File: src/rtl/sd_multiblock_ctrl_if.sv
// CPU bus, SD engine and sector-buffer port-B signals of sd_multiblock_ctrl.
// slave = the controller, master = bus decoder / engine / buffer side.
interface sd_multiblock_ctrl_if #(parameter int SECTOR_BITS = 9);
  logic                   sd_cs;
  logic                   R_W_n;
  logic [7:0]             reg_addr_i;
  logic [7:0]             data_i;
  logic [7:0]             data_o;
  logic                   irq_o;
  logic                   rstart_o;
  logic                   wstart_o;
  logic [31:0]            sector_o;
  logic                   rbusy_i;
  logic [3:0]             card_stat_i;
  logic [1:0]             card_type_i;
  logic [SECTOR_BITS-1:0] buf_addr_o;
  logic                   buf_we_o;
  logic [7:0]             buf_din_o;
  logic [7:0]             buf_dout_i;

  modport slave (
    input  sd_cs, R_W_n, reg_addr_i, data_i, rbusy_i, card_stat_i, card_type_i, buf_dout_i,
    output data_o, irq_o, rstart_o, wstart_o, sector_o, buf_addr_o, buf_we_o, buf_din_o
  );

  modport master (
    output sd_cs, R_W_n, reg_addr_i, data_i, rbusy_i, card_stat_i, card_type_i, buf_dout_i,
    input  data_o, irq_o, rstart_o, wstart_o, sector_o, buf_addr_o, buf_we_o, buf_din_o
  );
endinterface

File: src/rtl/sd_multiblock_ctrl.sv
// 6502-bus register file and multi-sector transfer sequencer driving the SD
// engine and port B of the sector buffer.
//
// state       | meaning
// ------------+------------------------------------------------------------
// S_IDLE      | no transfer; LBA/count writable, start accepted
// S_ISSUE     | one-cycle rstart_o/wstart_o pulse for the current LBA
// S_WAIT_BUSY | waiting for the engine to raise rbusy_i (timed)
// S_WAIT_DONE | waiting for the engine to drop rbusy_i (timed)
// S_ADVANCE   | LBA += 1, remaining -= 1; last sector ends the transfer
// S_HOLD      | buffer handed to the CPU until continue or abort
module sd_multiblock_ctrl #(
  parameter int WIN_BITS    = 7,
  parameter int SECTOR_BITS = 9,
  parameter int COUNT_W     = 8,
  parameter int TIMEOUT_CYC = 4_000_000
) (
  input  logic                 clk_i,
  input  logic                 rst_i,
  sd_multiblock_ctrl_if.slave  bus
);
  localparam int PAGE_BITS = SECTOR_BITS - WIN_BITS;
  localparam int TMR_W     = (TIMEOUT_CYC > 2) ? $clog2(TIMEOUT_CYC) : 1;
  localparam logic [TMR_W-1:0] TMR_LOAD = TMR_W'(TIMEOUT_CYC - 1);

  typedef enum logic [2:0] {
    S_IDLE, S_ISSUE, S_WAIT_BUSY, S_WAIT_DONE, S_ADVANCE, S_HOLD
  } state_t;

  state_t                 state_q, state_d;
  logic [31:0]            lba_q, lba_d;
  logic [COUNT_W-1:0]     count_q, count_d;
  logic [COUNT_W-1:0]     remaining_q, remaining_d;
  logic [PAGE_BITS-1:0]   page_q, page_d;
  logic                   irq_en_q, irq_en_d;
  logic                   done_q, done_d;
  logic                   error_q, error_d;
  logic                   timeout_q, timeout_d;
  logic                   dir_q, dir_d;
  logic [TMR_W-1:0]       timer_q, timer_d;
  logic [SECTOR_BITS-1:0] wr_addr_q, wr_addr_d;
  logic [7:0]             wr_data_q, wr_data_d;
  logic                   buf_we_q, buf_we_d;
  logic                   irq_q, irq_d;

  logic cpu_wr, reg_wr, win_wr;
  logic start_req, cont_req, abort_req, stat_clr;
  logic waiting, tmr_zero;

  assign cpu_wr    = bus.sd_cs & ~bus.R_W_n;
  assign reg_wr    = cpu_wr & ~bus.reg_addr_i[7];
  assign win_wr    = cpu_wr &  bus.reg_addr_i[7];
  assign start_req = reg_wr & ((bus.reg_addr_i == 8'h05) | (bus.reg_addr_i == 8'h06));
  assign cont_req  = reg_wr & (bus.reg_addr_i == 8'h0B);
  assign abort_req = reg_wr & (bus.reg_addr_i == 8'h0D);
  assign stat_clr  = reg_wr & (bus.reg_addr_i == 8'h04);
  assign waiting   = (state_q == S_WAIT_BUSY) | (state_q == S_WAIT_DONE);
  assign tmr_zero  = (timer_q == '0);

  always_ff @(posedge clk_i) begin
    if (rst_i) state_q <= S_IDLE;
    else       state_q <= state_d;
  end

  always_comb begin
    state_d = state_q;
    case (state_q)
      S_IDLE:      if (start_req) state_d = S_ISSUE;
      S_ISSUE:     state_d = S_WAIT_BUSY;
      S_WAIT_BUSY: if (bus.rbusy_i) state_d = S_WAIT_DONE;
                   else if (tmr_zero) state_d = S_IDLE;
      S_WAIT_DONE: if (!bus.rbusy_i) state_d = S_ADVANCE;
                   else if (tmr_zero) state_d = S_IDLE;
      S_ADVANCE:   state_d = (remaining_q == COUNT_W'(1)) ? S_IDLE : S_HOLD;
      S_HOLD:      if (cont_req) state_d = S_ISSUE;
                   else if (abort_req) state_d = S_IDLE;
      default:     state_d = S_IDLE;
    endcase
  end

  always_ff @(posedge clk_i) begin
    if (rst_i) begin
      lba_q       <= '0;
      count_q     <= COUNT_W'(1);
      remaining_q <= '0;
      page_q      <= '0;
      irq_en_q    <= 1'b0;
      done_q      <= 1'b0;
      error_q     <= 1'b0;
      timeout_q   <= 1'b0;
      dir_q       <= 1'b0;
      timer_q     <= TMR_LOAD;
      wr_addr_q   <= '0;
      wr_data_q   <= '0;
      buf_we_q    <= 1'b0;
      irq_q       <= 1'b0;
    end else begin
      lba_q       <= lba_d;
      count_q     <= count_d;
      remaining_q <= remaining_d;
      page_q      <= page_d;
      irq_en_q    <= irq_en_d;
      done_q      <= done_d;
      error_q     <= error_d;
      timeout_q   <= timeout_d;
      dir_q       <= dir_d;
      timer_q     <= timer_d;
      wr_addr_q   <= wr_addr_d;
      wr_data_q   <= wr_data_d;
      buf_we_q    <= buf_we_d;
      irq_q       <= irq_d;
    end
  end

  always_comb begin
    lba_d       = lba_q;
    count_d     = count_q;
    remaining_d = remaining_q;
    page_d      = page_q;
    irq_en_d    = irq_en_q;
    done_d      = done_q;
    error_d     = error_q;
    timeout_d   = timeout_q;
    dir_d       = dir_q;
    wr_addr_d   = wr_addr_q;
    wr_data_d   = wr_data_q;
    buf_we_d    = win_wr;
    irq_d       = irq_en_q & (done_q | error_q | (state_q == S_HOLD));
    // the timer idles at its load value and only counts while a wait persists
    timer_d     = (waiting && state_d == state_q) ? timer_q - TMR_W'(1) : TMR_LOAD;

    if (win_wr) begin
      wr_addr_d = {page_q, bus.reg_addr_i[WIN_BITS-1:0]};
      wr_data_d = bus.data_i;
    end

    if (reg_wr) begin
      case (bus.reg_addr_i)
        8'h00: if (state_q == S_IDLE) lba_d[7:0]   = bus.data_i;
        8'h01: if (state_q == S_IDLE) lba_d[15:8]  = bus.data_i;
        8'h02: if (state_q == S_IDLE) lba_d[23:16] = bus.data_i;
        8'h03: if (state_q == S_IDLE) lba_d[31:24] = bus.data_i;
        8'h07: page_d = bus.data_i[PAGE_BITS-1:0];
        8'h0A: if (state_q == S_IDLE) count_d = COUNT_W'(bus.data_i);
        8'h0C: irq_en_d = bus.data_i[0];
        default: ;
      endcase
    end

    if (stat_clr || (state_q == S_IDLE && start_req)) begin
      done_d    = 1'b0;
      error_d   = 1'b0;
      timeout_d = 1'b0;
    end

    if (state_q == S_IDLE && start_req) begin
      dir_d       = (bus.reg_addr_i == 8'h06);
      remaining_d = (count_q == '0) ? COUNT_W'(1) : count_q;
    end

    // flag sets come last so they win over a same-cycle status clear
    if (state_q == S_ADVANCE) begin
      lba_d       = lba_q + 32'd1;
      remaining_d = remaining_q - COUNT_W'(1);
      if (remaining_q == COUNT_W'(1)) done_d = 1'b1;
    end
    if (state_q == S_HOLD && !cont_req && abort_req) done_d = 1'b1;
    if (waiting && state_d == S_IDLE) begin
      error_d   = 1'b1;
      timeout_d = 1'b1;
    end
  end

  always_comb begin
    bus.rstart_o   = (state_q == S_ISSUE) & ~dir_q;
    bus.wstart_o   = (state_q == S_ISSUE) &  dir_q;
    bus.sector_o   = lba_q;
    bus.irq_o      = irq_q;
    bus.buf_we_o   = buf_we_q;
    bus.buf_din_o  = wr_data_q;
    bus.buf_addr_o = buf_we_q ? wr_addr_q : {page_q, bus.reg_addr_i[WIN_BITS-1:0]};
    bus.data_o     = 8'h00;
    if (bus.reg_addr_i[7]) begin
      bus.data_o = bus.buf_dout_i;
    end else begin
      case (bus.reg_addr_i)
        8'h00: bus.data_o = lba_q[7:0];
        8'h01: bus.data_o = lba_q[15:8];
        8'h02: bus.data_o = lba_q[23:16];
        8'h03: bus.data_o = lba_q[31:24];
        8'h04: bus.data_o = {2'b00, timeout_q, error_q, done_q, (state_q == S_HOLD),
                             (state_q != S_IDLE), bus.rbusy_i};
        8'h07: bus.data_o = 8'(page_q);
        8'h08: bus.data_o = {4'b0000, bus.card_stat_i};
        8'h09: bus.data_o = {6'b000000, bus.card_type_i};
        8'h0A: bus.data_o = 8'(remaining_q);
        8'h0C: bus.data_o = {7'b0000000, irq_en_q};
        default: bus.data_o = 8'h00;
      endcase
    end
  end
endmodule

File: src/flat_wrapper.sv
// flat-port wrapper written by rule: the top's interface ports become plain ports
module sd_multiblock_ctrl_flat 
#(
  parameter int WIN_BITS    = 7,
  parameter int SECTOR_BITS = 9,
  parameter int COUNT_W     = 8,
  parameter int TIMEOUT_CYC = 4_000_000
)
  (clk_i, rst_i, bus_sd_cs, bus_R_W_n, bus_reg_addr_i, bus_data_i, bus_rbusy_i, bus_card_stat_i, bus_card_type_i, bus_buf_dout_i, bus_data_o, bus_irq_o, bus_rstart_o, bus_wstart_o, bus_sector_o, bus_buf_addr_o, bus_buf_we_o, bus_buf_din_o);
  sd_multiblock_ctrl_if #(.SECTOR_BITS(SECTOR_BITS)) bus_i ();
  input  logic clk_i;
  input  logic rst_i;
  input wire logic [$bits(bus_i.sd_cs)-1:0] bus_sd_cs;
  input wire logic [$bits(bus_i.R_W_n)-1:0] bus_R_W_n;
  input wire logic [$bits(bus_i.reg_addr_i)-1:0] bus_reg_addr_i;
  input wire logic [$bits(bus_i.data_i)-1:0] bus_data_i;
  input wire logic [$bits(bus_i.rbusy_i)-1:0] bus_rbusy_i;
  input wire logic [$bits(bus_i.card_stat_i)-1:0] bus_card_stat_i;
  input wire logic [$bits(bus_i.card_type_i)-1:0] bus_card_type_i;
  input wire logic [$bits(bus_i.buf_dout_i)-1:0] bus_buf_dout_i;
  output wire logic [$bits(bus_i.data_o)-1:0] bus_data_o;
  output wire logic [$bits(bus_i.irq_o)-1:0] bus_irq_o;
  output wire logic [$bits(bus_i.rstart_o)-1:0] bus_rstart_o;
  output wire logic [$bits(bus_i.wstart_o)-1:0] bus_wstart_o;
  output wire logic [$bits(bus_i.sector_o)-1:0] bus_sector_o;
  output wire logic [$bits(bus_i.buf_addr_o)-1:0] bus_buf_addr_o;
  output wire logic [$bits(bus_i.buf_we_o)-1:0] bus_buf_we_o;
  output wire logic [$bits(bus_i.buf_din_o)-1:0] bus_buf_din_o;
  assign bus_i.sd_cs = bus_sd_cs;
  assign bus_i.R_W_n = bus_R_W_n;
  assign bus_i.reg_addr_i = bus_reg_addr_i;
  assign bus_i.data_i = bus_data_i;
  assign bus_i.rbusy_i = bus_rbusy_i;
  assign bus_i.card_stat_i = bus_card_stat_i;
  assign bus_i.card_type_i = bus_card_type_i;
  assign bus_i.buf_dout_i = bus_buf_dout_i;
  assign bus_data_o = bus_i.data_o;
  assign bus_irq_o = bus_i.irq_o;
  assign bus_rstart_o = bus_i.rstart_o;
  assign bus_wstart_o = bus_i.wstart_o;
  assign bus_sector_o = bus_i.sector_o;
  assign bus_buf_addr_o = bus_i.buf_addr_o;
  assign bus_buf_we_o = bus_i.buf_we_o;
  assign bus_buf_din_o = bus_i.buf_din_o;
  sd_multiblock_ctrl #(.WIN_BITS(WIN_BITS), .SECTOR_BITS(SECTOR_BITS), .COUNT_W(COUNT_W), .TIMEOUT_CYC(TIMEOUT_CYC)) u_core (.clk_i(clk_i), .rst_i(rst_i), .bus(bus_i));
endmodule
File: config.mk
export PLATFORM = sky130hd
export DESIGN_NAME = sd_multiblock_ctrl_flat
export DESIGN_NICKNAME = d
export VERILOG_FILES = /design/src/rtl/sd_multiblock_ctrl_if.sv /design/src/rtl/sd_multiblock_ctrl.sv /design/src/flat_wrapper.sv
export SDC_FILE = /design/constraint.sdc
export NUM_CORES = 1
export LEC_CHECK = 0
export ABC_CLOCK_PERIOD_IN_PS = 3300
export CELL_PAD_IN_SITES_DETAIL_PLACEMENT = 0
export CELL_PAD_IN_SITES_GLOBAL_PLACEMENT = 1
export CORE_MARGIN = 10
export CORE_UTILIZATION = 35
export CTS_BUF_LIST = sky130_fd_sc_hd__clkbuf_2 sky130_fd_sc_hd__clkbuf_4 sky130_fd_sc_hd__clkbuf_8
export DETAILED_ROUTE_END_ITERATION = 8
export PLACE_DENSITY_LB_ADDON = 0.1
export SLEW_MARGIN = 15
export SYNTH_ARGS = -nofsm -noshare
export SYNTH_HDL_FRONTEND = slang
export SYNTH_SLANG_ARGS = --single-unit
File: constraint.sdc
create_clock -name clk_i -period 3.3 [get_ports clk_i]
set_input_delay 0.66 -clock clk_i [delete_from_list [all_inputs] [get_ports clk_i]]
set_output_delay 0.66 -clock clk_i [all_outputs]
set_load 0.1 [all_outputs]
# Yosys cells after proc, flatten, opt, wreduce, memory -nomap -nowiden
# Index checks and enable logic that the tools add are counted.
# word_totals
ff_bits	98
latch_bits	0
ram_bits	0
rom_bits	0
n_memories	0
# op_classes
add_sub_neg	3
n_mul	0
div_mod_pow	0
magnitude_cmp	0
n_eq_ne	20
shifts	0
muxes	27
bitwise	18
reduce_logical	29
# op_table
operator	n
case mux 8 bit (10 select lines)	1
2-to-1 mux 8 bit	9
2-to-1 mux 32 bit	2
== test 8 x 4 -> 1 bit (second input constant)	6
adder 32 x 1 -> 32 bit (second input constant)	1
== test 8 x 3 -> 1 bit (second input constant)	4
logical NOT 22 bit	1
subtractor 22 x 1 -> 22 bit (second input constant)	1
2-to-1 mux 3 bit	7
case mux 3 bit (6 select lines)	1
== test 8 x 1 -> 1 bit (second input constant)	2
== test 8 x 2 -> 1 bit (second input constant)	2
logical NOT 8 bit	2
nonzero test 2 bit	8
AND reduction 3 bit	5
AND 1 bit	10
2-to-1 mux 9 bit	1
subtractor 8 x 1 -> 8 bit (second input constant)	1
== test 3 x 2 -> 1 bit (second input constant)	2
== test 3 bit (second input constant)	2
logical NOT 3 bit	2
2-to-1 mux 1 bit	6
logical AND 1 bit	5
NOT 1 bit	4
8 further kinds	12

# Logic depth before layout (Yosys ltp)
# Gate-level depths: netlist of run 1.
# depth
word_depth	11
depth_mapped	9
ltp_nobuf	7

# Worst setup path after synthesis of run 1
# No wires, ideal clock.
# synth_path
kind	input -> output
start	in bus_reg_addr_i[3]
end	out bus_data_o[0]
t_arrival_ns	4.943
required_ns	2.640
setup_slack_ns	-2.303
path_stages	6
path_buffers	2
cell_sequence	clkbuf_1 -> clkbuf_1 -> nand3_1 -> nor2_1 -> a21oi_1 -> o311ai_0
# synth_via
elab_chain_cells	3
word_cells_on_any_way	12
# synth_rtl
element	line_no	rtl
start, declared	flat_wrapper.sv:15	input wire logic [$bits(bus_i.reg_addr_i)-1:0] bus_reg_addr_i;
== test 8 x 4 -> 1 bit, or another cell as far along	sd_multiblock_ctrl.sv:186	case (bus.reg_addr_i)
case mux 8 bit (10 select lines) (*)	sd_multiblock_ctrl.sv:186	
2-to-1 mux 8 bit (*)	sd_multiblock_ctrl.sv:183	if (bus.reg_addr_i[7]) begin
end, declared	flat_wrapper.sv:21	output wire logic [$bits(bus_i.data_o)-1:0] bus_data_o;
# Every way passes the cells marked *; elsewhere a longest branch is shown, timed or not.

# Worst setup path after layout of run 1
# layout_path
start	in bus_reg_addr_i[7]
end	out bus_data_o[2]
# layout_via
elab_chain_cells	3
word_cells_on_any_way	12
# layout_rtl
element	line_no
== test 8 x 4 -> 1 bit, or another cell as far along	sd_multiblock_ctrl.sv:186
case mux 8 bit (10 select lines)	sd_multiblock_ctrl.sv:186
2-to-1 mux 8 bit (*)	sd_multiblock_ctrl.sv:183
# Marked as above.

==> impl_metrics.toml, run 1 <==
[status]
status = "finished clean"

[cells_and_area]
drive_above_1_share_pct = 19.5
fin_nets = 846
fin_cells = 1028
fin_area_sq_um = 7210
diodes = 0
syn2layout_area_growth_pct = 29.7
final_util_pct = 45.9

[pwr]
p_int_mw = 1.68
power_frac_seq_pct = 50.1
p_leak_nw = 2.57
ir_worst_vdd_v = 0.000222
combPwrFrac_pct = 15.3
p_sw_mw = 0.701
p_per_area_nw_per_um2 = 330
switching_share_pct = 29.5
power_frac_clock_pct = 34.6

[worst_setup_path]
crit_type = "in2out"
crit_buf_inv = 4
crit_chain = "clkdlybuf4s50_1 > or4_4 > nor3_4 > buf_4 > a222oi_1 > buf_4 > o31ai_4 > buf_12"
cpPeakStageDelay_ns = 0.49
crit_path_top_delay_cell = "clkdlybuf4s50_1"
cp_top_family = "buffers and inverters"
cp_common_cell = "buf_4"
endpoint_kind = "output port"
critPathMaxFanout = 7
required_ns = 2.64
crit_arrival_ns = 2.55
critPathLaunchType = "primary input"

[synthesis]
yosys_register_bits = 98
syn_avg_cell_area_sq_um = 7.84
synthAdderAreaFrac_pct = 0.901
ys_seq_area_share_pct = 35.3
synth_cell_types = 70
synth_top_cell_area_share_pct = 35.3
synth_edf_count = 0
async_flop_share_pct = 0
ys.flop_type = "dfxtp_1"
synth.cells.most_frequent = "99 x nand2_1, 98 x dfxtp_1, 56 x a21oi_1, 56 x nor2_1, 37 x clkbuf_1"
yosys-top-cells-area = "dfxtp_1 35%, nand2_1 6.7%, a21oi_1 5.0%, mux2i_1 3.8%, nor2_1 3.8%"
synthXorXnorAreaFrac_pct = 3.47
synth-warning-count = 0
synth_compound_area_share_pct = 20.2
yosysTopAreaCell = "dfxtp_1"
synth_top_family_by_area = "simple AND/OR/NAND/NOR gates"
synthSimpleGateAreaFrac_pct = 28.9
synth.cell_area_sq_um = 5560
muxShareOfSynthArea_pct = 6.62
synth_nets = 748
synthCells = 709
synth_most_common_cell = "nand2_1"

[floorplanning]
die_x_microns = 146
die_y_microns = 146
initial_core_util_pct = 35.4
num_rows = 46
dieArea_sq_um = 21300
coreArea_sq_um = 15700
io_pins = 96

[timing]
hold_viol_final = 0
fmax_mhz = 312
setup_viol = 0
min_period_ns = 3.21
slew_viol_final = 0
tightest_slew_ns = 0.845
setup_tns_ns = 0
rsz0062_at_grt = "no"
finalCritPeriodShare_pct = 97.2
relSlewSlack_pct = 43.4
finClkSkew_ns = 0.0130

[global_routing]
first_global_vias = 5733
antenna_found_initial = 0
overflow = 0
grt_max_degree = 69
grt_pass1_wl_microns = 33400
grt_usage_pct = 19.6

[placement]
place_congestion = 0.918
io_buffers = 95
postPlaceCellArea_sq_um = 6950
hpwl_microns = 16100
dp.cells = 1010

[routing]
via_per_inst = 5.79
ant_nets = 0
dr.pass1.iters = 5
drt-total-wl_microns = 21600
drc = 0
vias = 5950
wl_per_cell_microns = 21.1
drt_iter0_drc = 535

[clocking]
h-tree-depth = 3
cts_root_buf = "clkbuf_8"
clk_path_buf_depth = 2
cts_tree = "built"
clock_latency_ns = 0.39
cts_buffers = 9
cts_sinks = 98
cts_hold_buf = 0
clk_pin_slew_worst_paths_ns = 0.11

[worst_hold_path]
holdCritPathClass = "reg2reg"

[flow_run]
maxCapViolCount = 0
-- sequential cells by signal, indices dropped and copies added (netlist names), 2 cells and up --
name	flops
u_core.bus.sector_o	32
u_core.timer_q	22
u_core.wr_addr_q	9
u_core.bus.buf_din_o	8
u_core.count_q	8
u_core.remaining_q	8
u_core.state_q	3
u_core.page_q	2
-- power groups by stage --
stage / Combinational (mW) / Sequential [mW] / Clock, mW
after floorplan: 0.172 / 1.25 / 0
after detailed placement: 0.361 / 1.22 / 0
final: 0.364 / 1.19 / 0.822
after global routing: 0.379 / 1.19 / 0.892
after global placement: 0.361 / 1.22 / 0
after CTS: 0.364 / 1.19 / 0.839
-- what timing repair did --
action / 4_1_cts / 5_1_grt
resized for setup: 8 / 7
cloned: 0 / 0
endpoints found under the setup margin: 7 / 5
pin swaps: 2 / 5
setup buffers: 1 / 1
-- layer usage --
metal / up-vias / global-route usage [%] / wire (microns)
met4: 0 / 6.86 / 551
met2: 261 / 29.3 / 9560
met5: - / 0 / 0
li1: 2813 / - / -
met3: 33 / 4.94 / 1820
met1: 2843 / 26.7 / 9710
-- stage by stage --
stage | setup WS (ns) | total power [mW] | hold slack (ns)
3_3_place_gp | -0.0720 | 1.58 | 0.373
5_1_grt | 0.0515 | 2.47 | 0.430
2_1_floorplan | -1.12 | 1.42 | 0.366
3_5_place_dp | -0.113 | 1.58 | 0.383
6_report | 0.0931 | 2.38 | 0.403
4_1_cts | 0.00379 | 2.40 | 0.410
-- kinds of logic (layout without fill, tap and decap cells) --
kind of cell	Yosys count	count (layout)
AO/OA/AOI/OAI	173	173
XOR/XNOR	22	22
adder cells (fa/ha/maj)	4	4
buffers and inverters	64	167
flip-flops	98	98
multiplexers	33	33
AND/OR/NAND/NOR	315	315
-- final cells by class --
cell class | count | area [sq um]
fill | 1592 | 8510
sequential | 98 | 1960
clock buffer | 10 | 131
timing repair buffer | 135 | 1280
inverter | 16 | 60.1
multi-input combinational | 547 | 3430
tap | 216 | 270
clock inverter | 6 | 65.1
-- worst reg2reg max path: cells and delay by family (launching register included) --
kind,cells,cell delay [ns]
AND/OR/NAND/NOR,4,1.75
flip-flops,1,0.57
AO/OA/AOI/OAI,1,0.13
-- layout by cell type (no fill, tap or decap), drive strengths merged, types with 4 or more instances in the layout --
master         count
a211oi             4
a21o               4
a21oi             56
a222oi             7
a22oi              4
a31oi             21
a41oi              5
and2               9
and3              10
and4               5
buf              102
clkbuf            10
clkdlybuf4s50     27
dfxtp             98
dlymetal6s2s       4
ha                 4
inv               17
mux2              10
mux2i             21
nand2             99
nand2b             4
nand3             35
nand3b             6
nand4             13
nor2              56
nor2b              5
nor3              23
nor3b              9
nor4              16
o211ai             6
o21ai             28
o31ai              7
or3                8
or4                9
xnor2             19
-- path summary, 6_finish.rpt --
path	start	depth (start not counted)	to	slack (ns)
max	bus_reg_addr_i[7]	8	bus_data_o[2]	0.09
min	u_core.timer_q[0]	1	u_core.timer_q[0]	0.40
max reg2reg	u_core.state_q[2]	5	u_core.bus.sector_o[23]	0.79
min reg2reg	u_core.timer_q[0]	1	u_core.timer_q[0]	0.40
No activity file was read; power rests on OpenSTA's default activity.
==> run 2: changes to the inputs <==
--- a/config.mk
+++ b/config.mk
@@ -12,7 +12,7 @@
 export CORE_UTILIZATION = 35
 export CTS_BUF_LIST = sky130_fd_sc_hd__clkbuf_2 sky130_fd_sc_hd__clkbuf_4 sky130_fd_sc_hd__clkbuf_8
 export DETAILED_ROUTE_END_ITERATION = 8
-export PLACE_DENSITY_LB_ADDON = 0.1
+export PLACE_DENSITY_LB_ADDON = 0.05
 export SLEW_MARGIN = 15
 export SYNTH_ARGS = -nofsm -noshare
 export SYNTH_HDL_FRONTEND = slang
==> run 2 against run 1 <==
Against the previous run:
- die area did not move
- global-route usage rose by 0.85 points
- fmax fell by 0.60%
- non-clock buffer count rose by 3
- critical path depth did not move
- sequential cell count did not move
- sequential power barely moved
- hold slack improved by 0.0031 ns
- clock power fell by 4.9%
==> impl_metrics.toml, run 2 (synthesis results as in run 1) <==
[status]
status = "finished clean"

[routing]
wl_per_cell_microns = 22.0
vias = 5950
drt_iter0_drc = 626
drc = 0
drt-total-wl_microns = 22700
ant_nets = 0
via_per_inst = 5.77
dr.pass1.iters = 9

[worst_setup_path]
crit_arrival_ns = 2.57
required_ns = 2.64
endpoint_kind = "output port"
critPathLaunchType = "primary input"
crit_type = "in2out"
cp_top_family = "buffers and inverters"
crit_buf_inv = 4
cpPeakStageDelay_ns = 0.55
critPathMaxFanout = 6
crit_chain = "clkdlybuf4s50_1 > nor4_4 > buf_4 > buf_4 > and4b_2 > a222oi_1 > o21ai_4 > buf_12"
critPathLaunch = "bus_reg_addr_i[7]"
crit_path_top_delay_cell = "clkdlybuf4s50_1"
rrSetupSlack_ns = 0.73
r2r-start = "u_core.bus.sector_o[6]"
cp_common_cell = "buf_4"

[cells_and_area]
largest_register_ff_count = 32
multi_input_area_sq_um = 3430
n_fill_cell = 1568
register_area_sq_um = 1960
fin_nets = 849
layout_common_cells = "98 x nand2_1, 98 x dfxtp_1, 89 x buf_4, 56 x nor2_1, 56 x a21oi_1"
syn2layout_area_growth_pct = 29.8
drive_above_1_share_pct = 19.6
diodes = 0

[timing]
setup_tns_ns = 0
fmax_mhz = 310
finalCritPeriodShare_pct = 97.8
relSlewSlack_pct = 39.9
rsz0062_at_grt = "no"
tightest_slew_ns = 0.897
finClkSkew_ns = 0.0129
slew_viol_final = 0
setup_viol = 0
hold_viol_final = 0
min_period_ns = 3.23

[floorplanning]
die_x_microns = 146
num_rows = 46
die_y_microns = 146
initial_core_util_pct = 35.4
coreArea_sq_um = 15700
io_pins = 96
dieArea_sq_um = 21300

[pwr]
combPwrFrac_pct = 15.9
p_sw_mw = 0.722
ir_worst_vdd_v = 0.000195
power_mw = 2.35
power_frac_seq_pct = 50.8
p_int_mw = 1.62
power_frac_clock_pct = 33.3
p_per_area_nw_per_um2 = 325
p_leak_nw = 2.57
switching_share_pct = 30.8

[clocking]
h-tree-depth = 3
cts_buffers = 9
clock_latency_ns = 0.39
cts_root_buf = "clkbuf_8"
clk_pin_slew_worst_paths_ns = 0.10
cts_sinks = 98
cts_tree = "built"
clk_path_buf_depth = 2

[global_routing]
overflow = 0
grt_pass1_wl_microns = 34600
first_global_vias = 5674
antenna_found_initial = 0
grt_max_degree = 66
grt_usage_pct = 20.5

[placement]
hpwl_microns = 16600
io_buffers = 95
place_congestion = 0.923

[worst_hold_path]
min-delay-start = "u_core.timer_q[0]"
holdCritPathClass = "reg2reg"

[flow_run]
maxCapViolCount = 0
[run 2: repair_timing]
item / 4_1_cts / 5_1_grt
setup endpoints to repair: 7 / 8
pin swaps: 3 / 2
resized for setup: 4 / 8
setup buffers: 2 / 0
hold buffers: 0 / 0
[run 2: layout make-up]
type                            count  share of cell area (%)
Clock buffer                       10                    1.91
Multi-Input combinational cell    547                    47.6
Clock inverter                      6                   0.694
Sequential cell                    98                    27.2
Inverter                           16                   0.833
Timing Repair Buffer              138                    18.0
Tap cell                          216                    3.75
[run 2: final timing paths]
| check | to | cells after the start |
|---|---|---|
| min | u_core.timer_q[0] | 1 |
| max | bus_data_o[4] | 8 |
| min reg2reg | u_core.timer_q[0] | 1 |
| max reg2reg | u_core.bus.sector_o[23] | 5 |
[run 2: through the flow]
step	hold WS, ns	worst slack (ns)	cell area, sq um	cells	util (%)
3_3_place_gp	0.373	-0.0352	6970	1013	44.4
5_1_grt	0.430	0.0247	7210	1031	45.9
4_1_cts	0.412	0.00221	7180	1031	45.7
6_report	0.406	0.0738	7210	1031	45.9
3_5_place_dp	0.386	-0.0588	6970	1013	44.4
2_1_floorplan	0.366	-1.12	5610	709	-
[run 2: power by group through the flow]
| stage | combinational (mW) | sequential, mW | clock, mW |
|---|---|---|---|
| after detailed placement | 0.368 | 1.22 | 0 |
| after global placement | 0.367 | 1.22 | 0 |
| final | 0.372 | 1.19 | 0.782 |
| after CTS | 0.370 | 1.19 | 0.809 |
| after floorplan | 0.172 | 1.25 | 0 |
| after global routing | 0.388 | 1.19 | 0.856 |
[run 2: routing by layer]
layer,wire length [microns],track usage [%]
met1,10400,28.1
met2,9980,31.0
met3,1830,4.82
met4,437,6.11
met5,0,0
